## config.mk

```make
export PLATFORM = sky130hd
export DESIGN_NAME = enc_snapshot_flat
export DESIGN_NICKNAME = d
export VERILOG_FILES = /design/src/rtl/enc_snapshot_pkg.sv /design/src/rtl/enc_snapshot_if.sv /design/src/rtl/enc_snapshot_bank.sv /design/src/rtl/enc_snapshot.sv /design/src/flat_wrapper.sv
export SDC_FILE = /design/constraint.sdc
export NUM_CORES = 2
export LEC_CHECK = 0
export ABC_AREA = 1
export CAP_MARGIN = 25
export CORE_MARGIN = 2
export CORE_UTILIZATION = 30
export CTS_CLUSTER_DIAMETER = 40
export DETAILED_ROUTE_END_ITERATION = 10
export SYNTH_ARGS = -nofsm -noshare
export SYNTH_HDL_FRONTEND = slang
export SYNTH_SLANG_ARGS = --single-unit
```

## constraint.sdc

```tcl
create_clock -name sysclk -period 52.3 [get_ports sysclk]
set_input_delay 10.46 -clock sysclk [delete_from_list [all_inputs] [get_ports sysclk]]
set_output_delay 10.46 -clock sysclk [all_outputs]
set_load 0.02 [all_outputs]
```

## src/rtl/enc_snapshot_pkg.sv

```systemverilog
`default_nettype none
// ============================================================================
// enc_snapshot_pkg : encoder register map constants and snapshot FSM encoding
// Revision: 1.0
// ============================================================================
package enc_snapshot_pkg;

    localparam logic [3:0] ADDR_MAIN     = 4'h0;
    localparam logic [3:0] OFF_ENC_DATA  = 4'h2;
    localparam logic [3:0] OFF_PER_DATA  = 4'h3;
    localparam logic [3:0] OFF_FREQ_DATA = 4'h4;
    localparam logic [3:0] OFF_SNAP_TS   = 4'd12;
    localparam logic [3:0] OFF_SNAP_STAT = 4'd15;

    localparam logic [1:0] ST_IDLE = 2'd0;
    localparam logic [1:0] ST_RUN  = 2'd1;
    localparam logic [1:0] ST_SWAP = 2'd2;

    // Register offset of the word-in-channel slot: quad, period, freq.
    function automatic logic [3:0] word_off(input logic [1:0] sel);
        case (sel)
            2'd0:    word_off = OFF_ENC_DATA;
            2'd1:    word_off = OFF_PER_DATA;
            default: word_off = OFF_FREQ_DATA;
        endcase
    endfunction

endpackage
`default_nettype wire

```

## src/rtl/enc_snapshot_if.sv

```systemverilog
`default_nettype none
// ============================================================================
// enc_snapshot_if : snapshot control, encoder read port and host read port
// Revision: 1.0
// ============================================================================
interface enc_snapshot_if;
    logic        snap_req;
    logic        clr_overrun;
    logic [15:0] enc_raddr;
    logic [31:0] enc_rdata;
    logic [3:0]  buf_raddr;
    logic [31:0] buf_rdata;
    logic        snap_busy;
    logic        snap_done;
    logic [7:0]  snap_seq;
    logic        overrun;

    modport slave (
        input  snap_req, clr_overrun, enc_rdata, buf_raddr,
        output enc_raddr, buf_rdata, snap_busy, snap_done, snap_seq, overrun
    );

    modport master (
        output snap_req, clr_overrun, enc_rdata, buf_raddr,
        input  enc_raddr, buf_rdata, snap_busy, snap_done, snap_seq, overrun
    );
endinterface
`default_nettype wire

```

## src/rtl/enc_snapshot_bank.sv

```systemverilog
`default_nettype none
// ============================================================================
// enc_snapshot_bank : 16x32 register array, one write port, registered read
// Revision: 1.0
// ============================================================================
module enc_snapshot_bank (
    input  logic        sysclk,
    input  logic        reset,
    input  logic        we,
    input  logic [3:0]  waddr,
    input  logic [31:0] wdata,
    input  logic [3:0]  raddr,
    output logic [31:0] rdata
);
    logic [31:0] mem_q [16];
    logic [31:0] rdata_q, rdata_d;

    always_comb begin
        rdata_d = mem_q[raddr];
    end

    always_ff @(posedge sysclk or posedge reset) begin
        if (reset) begin
            for (int i = 0; i < 16; i++) begin
                mem_q[i] <= 32'h0;
            end
            rdata_q <= 32'h0;
        end else begin
            if (we) begin
                mem_q[waddr] <= wdata;
            end
            rdata_q <= rdata_d;
        end
    end

    assign rdata = rdata_q;
endmodule
`default_nettype wire

```

## src/rtl/enc_snapshot.sv

```systemverilog
`default_nettype none
// ============================================================================
// enc_snapshot : double-buffered coherent capture of all encoder channels
// Revision: 1.0
// ============================================================================
module enc_snapshot
    import enc_snapshot_pkg::*;
#(
    parameter int NUM_CH = 4,
    parameter int WPC    = 3
) (
    input  logic          sysclk,
    input  logic          reset,
    enc_snapshot_if.slave bus
);
    localparam int         NWORDS   = NUM_CH * WPC;
    localparam logic [3:0] IDX_LAST = 4'(NWORDS - 1);

    logic [1:0]  state_q, state_d;
    logic [3:0]  idx_q, idx_d;
    logic [31:0] tick_q, tick_d;
    logic [31:0] ts_q, ts_d;
    logic        active_q, active_d;
    logic [7:0]  seq_q, seq_d;
    logic        ovr_q, ovr_d;
    logic        sel_q, sel_d;
    logic        is_stat_q, is_stat_d;
    logic [31:0] stat_q, stat_d;

    logic        busy;
    logic [3:0]  ch;
    logic [3:0]  off;
    logic        wr_en;
    logic [3:0]  wr_addr;
    logic [31:0] wr_data;
    logic [31:0] bank_rdata [2];

    assign busy = (state_q != ST_IDLE);
    assign ch   = 4'(int'(idx_q) / WPC + 1);
    assign off  = word_off(2'(int'(idx_q) % WPC));

    // Captures always land in the bank the host is not reading.
    assign wr_en   = (state_q == ST_RUN) || (state_q == ST_SWAP);
    assign wr_addr = (state_q == ST_SWAP) ? OFF_SNAP_TS : idx_q;
    assign wr_data = (state_q == ST_SWAP) ? ts_q : bus.enc_rdata;

    for (genvar b = 0; b < 2; b++) begin : g_bank
        enc_snapshot_bank u_bank (
            .sysclk (sysclk),
            .reset  (reset),
            .we     (wr_en && (active_q != 1'(b))),
            .waddr  (wr_addr),
            .wdata  (wr_data),
            .raddr  (bus.buf_raddr),
            .rdata  (bank_rdata[b])
        );
    end

    always_comb begin
        state_d   = state_q;
        idx_d     = idx_q;
        ts_d      = ts_q;
        active_d  = active_q;
        seq_d     = seq_q;
        tick_d    = tick_q + 32'd1;
        sel_d     = active_q;
        is_stat_d = (bus.buf_raddr == OFF_SNAP_STAT);
        stat_d    = {seq_q, 22'd0, busy, ovr_q};

        case (state_q)
            ST_IDLE: begin
                idx_d = 4'd0;
                ts_d  = tick_q;
                if (bus.snap_req) begin
                    state_d = ST_RUN;
                end
            end
            ST_RUN: begin
                idx_d = idx_q + 4'd1;
                if (idx_q == IDX_LAST) begin
                    state_d = ST_SWAP;
                end
            end
            ST_SWAP: begin
                active_d = ~active_q;
                seq_d    = seq_q + 8'd1;
                state_d  = ST_IDLE;
            end
            default: state_d = ST_IDLE;
        endcase

        // A request that cannot be taken is lost; setting beats clearing.
        if (bus.snap_req && busy) begin
            ovr_d = 1'b1;
        end else if (bus.clr_overrun) begin
            ovr_d = 1'b0;
        end else begin
            ovr_d = ovr_q;
        end
    end

    always_ff @(posedge sysclk or posedge reset) begin
        if (reset) begin
            state_q   <= ST_IDLE;
            idx_q     <= 4'd0;
            tick_q    <= 32'd0;
            ts_q      <= 32'd0;
            active_q  <= 1'b0;
            seq_q     <= 8'd0;
            ovr_q     <= 1'b0;
            sel_q     <= 1'b0;
            is_stat_q <= 1'b0;
            stat_q    <= 32'd0;
        end else begin
            state_q   <= state_d;
            idx_q     <= idx_d;
            tick_q    <= tick_d;
            ts_q      <= ts_d;
            active_q  <= active_d;
            seq_q     <= seq_d;
            ovr_q     <= ovr_d;
            sel_q     <= sel_d;
            is_stat_q <= is_stat_d;
            stat_q    <= stat_d;
        end
    end

    assign bus.enc_raddr = (state_q == ST_RUN) ? {ADDR_MAIN, 4'h0, ch, off} : 16'h0000;
    assign bus.buf_rdata = is_stat_q ? stat_q : bank_rdata[sel_q];
    assign bus.snap_busy = busy;
    assign bus.snap_done = (state_q == ST_SWAP);
    assign bus.snap_seq  = seq_q;
    assign bus.overrun   = ovr_q;
endmodule
`default_nettype wire

```

## src/flat_wrapper.sv

```systemverilog
// flat-port wrapper written by rule: the top's interface ports become plain ports
module enc_snapshot_flat import enc_snapshot_pkg::*;
#(
    parameter int NUM_CH = 4,
    parameter int WPC    = 3
)
  (sysclk, reset, bus_snap_req, bus_clr_overrun, bus_enc_rdata, bus_buf_raddr, bus_enc_raddr, bus_buf_rdata, bus_snap_busy, bus_snap_done, bus_snap_seq, bus_overrun);
  enc_snapshot_if bus_i ();
  input  logic sysclk;
  input  logic reset;
  input wire logic [$bits(bus_i.snap_req)-1:0] bus_snap_req;
  input wire logic [$bits(bus_i.clr_overrun)-1:0] bus_clr_overrun;
  input wire logic [$bits(bus_i.enc_rdata)-1:0] bus_enc_rdata;
  input wire logic [$bits(bus_i.buf_raddr)-1:0] bus_buf_raddr;
  output wire logic [$bits(bus_i.enc_raddr)-1:0] bus_enc_raddr;
  output wire logic [$bits(bus_i.buf_rdata)-1:0] bus_buf_rdata;
  output wire logic [$bits(bus_i.snap_busy)-1:0] bus_snap_busy;
  output wire logic [$bits(bus_i.snap_done)-1:0] bus_snap_done;
  output wire logic [$bits(bus_i.snap_seq)-1:0] bus_snap_seq;
  output wire logic [$bits(bus_i.overrun)-1:0] bus_overrun;
  assign bus_i.snap_req = bus_snap_req;
  assign bus_i.clr_overrun = bus_clr_overrun;
  assign bus_i.enc_rdata = bus_enc_rdata;
  assign bus_i.buf_raddr = bus_buf_raddr;
  assign bus_enc_raddr = bus_i.enc_raddr;
  assign bus_buf_rdata = bus_i.buf_rdata;
  assign bus_snap_busy = bus_i.snap_busy;
  assign bus_snap_done = bus_i.snap_done;
  assign bus_snap_seq = bus_i.snap_seq;
  assign bus_overrun = bus_i.overrun;
  enc_snapshot #(.NUM_CH(NUM_CH), .WPC(WPC)) u_core (.sysclk(sysclk), .reset(reset), .bus(bus_i));
endmodule
```

==> out/qor.yml <==
postCtsSetupBuffers: 0
fp.coreArea_um2: 172000
grt-ovfl-total: 0
routabilityCongestion: 0.812
antenna_found_initial: 1
yosysMostFrequentCell: "nand2_1"
cts_tree: "built"
relSlewSlack: 0.284
finClkSkew_ns: 0.0235
rows: 152
drtIter0Drc: 5062
leakage_nw: 27.1
fmaxAchievable_mhz: 70.2
p_per_area_nw_per_um2: 50.6
period_needed_ns: 14.25
synth_cell_types: 35
rsz0062_at_grt: "false"
crit_fanout: 22
rr_worst_depth: 9
grt_usage: 0.185
grt_max_degree: 178
syn_area_um2: 51800
clockRootBuffer: "clkbuf_16"
detail-route-antenna-nets: 0
synthFlopType: "dfrtp_1"
start_util: 0.302
avgSynthCellArea_um2: 8.50
syn_to_final_growth_pct: 16.5
startpoint: "u_core.is_stat_q"
viasPerCell: 5.11
path_clk_slew_ns: 0.06
cts.sinks: 1180
synthTopCellsByArea: "dfrtp_1 (57%), o21ai_0 (12%), nand2_1 (9.9%), nor2_1 (5.3%), o21ai_1 (3.7%)"
layoutNonFillerInstCount: 8370
die_y_um: 420
seqCellArea_um2: 29500
wl_per_cell_um: 19.5
syn_inst: 6097
worstPathRequired_ns: 41.84
final_nets: 5983
critPathLaunchType: "flop"
vdd_ir_drop_max_v: 0.0000433
cts_max_level: 4
max-clock-path-buffers: 3
dpl.hpwl_um: 85700
hold_viol: 0
end_kind: "output pin"
yosysSeqAreaShare: 0.570
multiInputGateArea_um2: 19900
worst_pin_slew_ns: 1.07
fin_crit_sh: 0.272
outcome: "complete, no violations"
dp_cells: 8066
grt_pass1_wl_um: 252000
io-pin-count: 99
clk_latency_ns: 0.78
timing.rr.end: "u_core.g_bank[1].u_bank.mem_q[98]"
wl_um: 163000
dr_total_vias: 42800
drc: 0
report.final.slew_viol_count: 0
setup_violations: 0
numCtsBuffers: 158
ys_top_cells_by_count: "nand2_1 (1371), o21ai_0 (1272), dfrtp_1 (1180), nor2_1 (735), o21ai_1 (387)"
max-cap-violations: 0
yosysWarnings: 0
crit_end: "bus_buf_rdata[5]"
hp-class: "flop to flop"
ys_seq_elements: 1180
cts_hold_buf: 0
worst-endpoint-arrival_ns: 3.79
reg2reg_setup_slack_ns: 48.41
post_cts_resized: 0
r2r-start: "u_core.state_q[0]"
synth_top_area_cell: "dfrtp_1"
tns_ns: 0
io_buffers: 89
fillerInstances: 17600
firstDrtPassIters: 6
die_x_um: 420
synth_edf_count: 0
drive_gt1_frac: 0.0799
grt_pass1_vias: 40800
fp.dieArea_um2: 176000
synth_async_sr_flop_share: 1.00
synth_top_cell_area_share: 0.570
crit_type: "flop to output pin"
cells in the final DEF (no fill, tap or decap), types with 28 or more instances in the layout:
master,count
o22ai_1,128
buf_4,87
o21ai_2,28
o211ai_1,128
inv_1,101
clkdlybuf4s50_1,86
o21ai_0,1241
clkbuf_16,164
nand3_1,90
nand2_1,1371
o21ai_1,386
dfrtp_1,1179
nor2_1,734
sequential cells by signal, summed over array words and instances, names as in the netlist:
name and flops:
u_core.is_stat_q 1, u_core.stat_q 10, u_core.g_bank.u_bank.rdata 64, u_core.ts_q 32, u_core.idx_q 4, u_core.g_bank.u_bank.mem_q 1024
u_core.sel_q 1, u_core.active_q 1, u_core.bus.snap_seq 8, u_core.tick_q 32, u_core.bus.overrun 1, u_core.state_q 2
power breakdown:
part / switching (mW) / internal (mW)
combinational: 0.471 / 0.217
sequential: 0.111 / 1.13
clock: 0.425 / 0.705
total: 1.01 / 2.05
how the worst min path moves through the flow:
stage	startpoint	endpoint	slack (ns)	cells after the start
finish	u_core.bus.snap_seq[7]	u_core.stat_q[31]	0.43	0
global route	u_core.bus.snap_seq[7]	u_core.stat_q[31]	0.45	0
CTS	u_core.bus.snap_seq[7]	u_core.stat_q[31]	0.43	0
detailed placement	u_core.bus.snap_seq[7]	u_core.stat_q[31]	0.42	0
global placement	u_core.bus.snap_seq[7]	u_core.stat_q[31]	0.42	0
floorplan	u_core.active_q	u_core.sel_q	0.43	0
cells by family (layout without fill, tap and decap cells):
kind of cell,Yosys count,in the layout,synth area share
other,1,10,0.0000723
buffers and inverters,645,599,0.0509
muxes,1,1,0.000217
adders and majority gates,13,13,0.00314
DFF,1180,1180,0.570
xor gates and xnor gates,33,33,0.00558
and+or+nand+nor,2282,2282,0.174
AOI/OAI and AO/OA,1942,1942,0.197
layout make-up:
| type | instances | share of cell area |
|---|---|---|
| diodes | 1 | 0.0000414 |
| clock buffers | 205 | 0.0736 |
| clock inverters | 84 | 0.0184 |
| inverters | 113 | 0.00735 |
| multi-input cells | 4280 | 0.329 |
| flip-flops and latches | 1180 | 0.489 |
| well taps | 2310 | 0.0478 |
| repair buffers | 197 | 0.0344 |
metrics by stage:
| stage | setup slack (ns) | hold WS [ns] | utilization | total power, mW | area [um^2] |
|---|---|---|---|---|---|
| global placement | 37.56 | 0.420 | 0.317 | 1.91 | 54400 |
| floorplan | 8.60 | 0.428 | - | 1.68 | 51900 |
| global route | 37.81 | 0.454 | 0.352 | 3.22 | 60400 |
| CTS | 38.02 | 0.433 | 0.350 | 3.06 | 60000 |
| finish | 38.05 | 0.434 | 0.352 | 3.06 | 60400 |
| detailed placement | 37.73 | 0.424 | 0.318 | 1.93 | 54500 |
per-layer routing:
layer,global-route usage,share of wire,vias up
met1,0.252,0.44,21200
li1,-,-,20000
met3,0.0280,0.063,220
met4,0.0576,0.025,0
met5,0,0,-
met2,0.303,0.47,1426
worst max-delay path, stage by stage, from the launching register on:
cell             delay [ns]
dfrtp_1                0.56
inv_1                  0.38
buf_4                  0.48
o21ai_0                0.16
nor2_1                 0.64
clkdlybuf4s50_1        0.74
No activity file was read; power rests on OpenSTA's default activity.
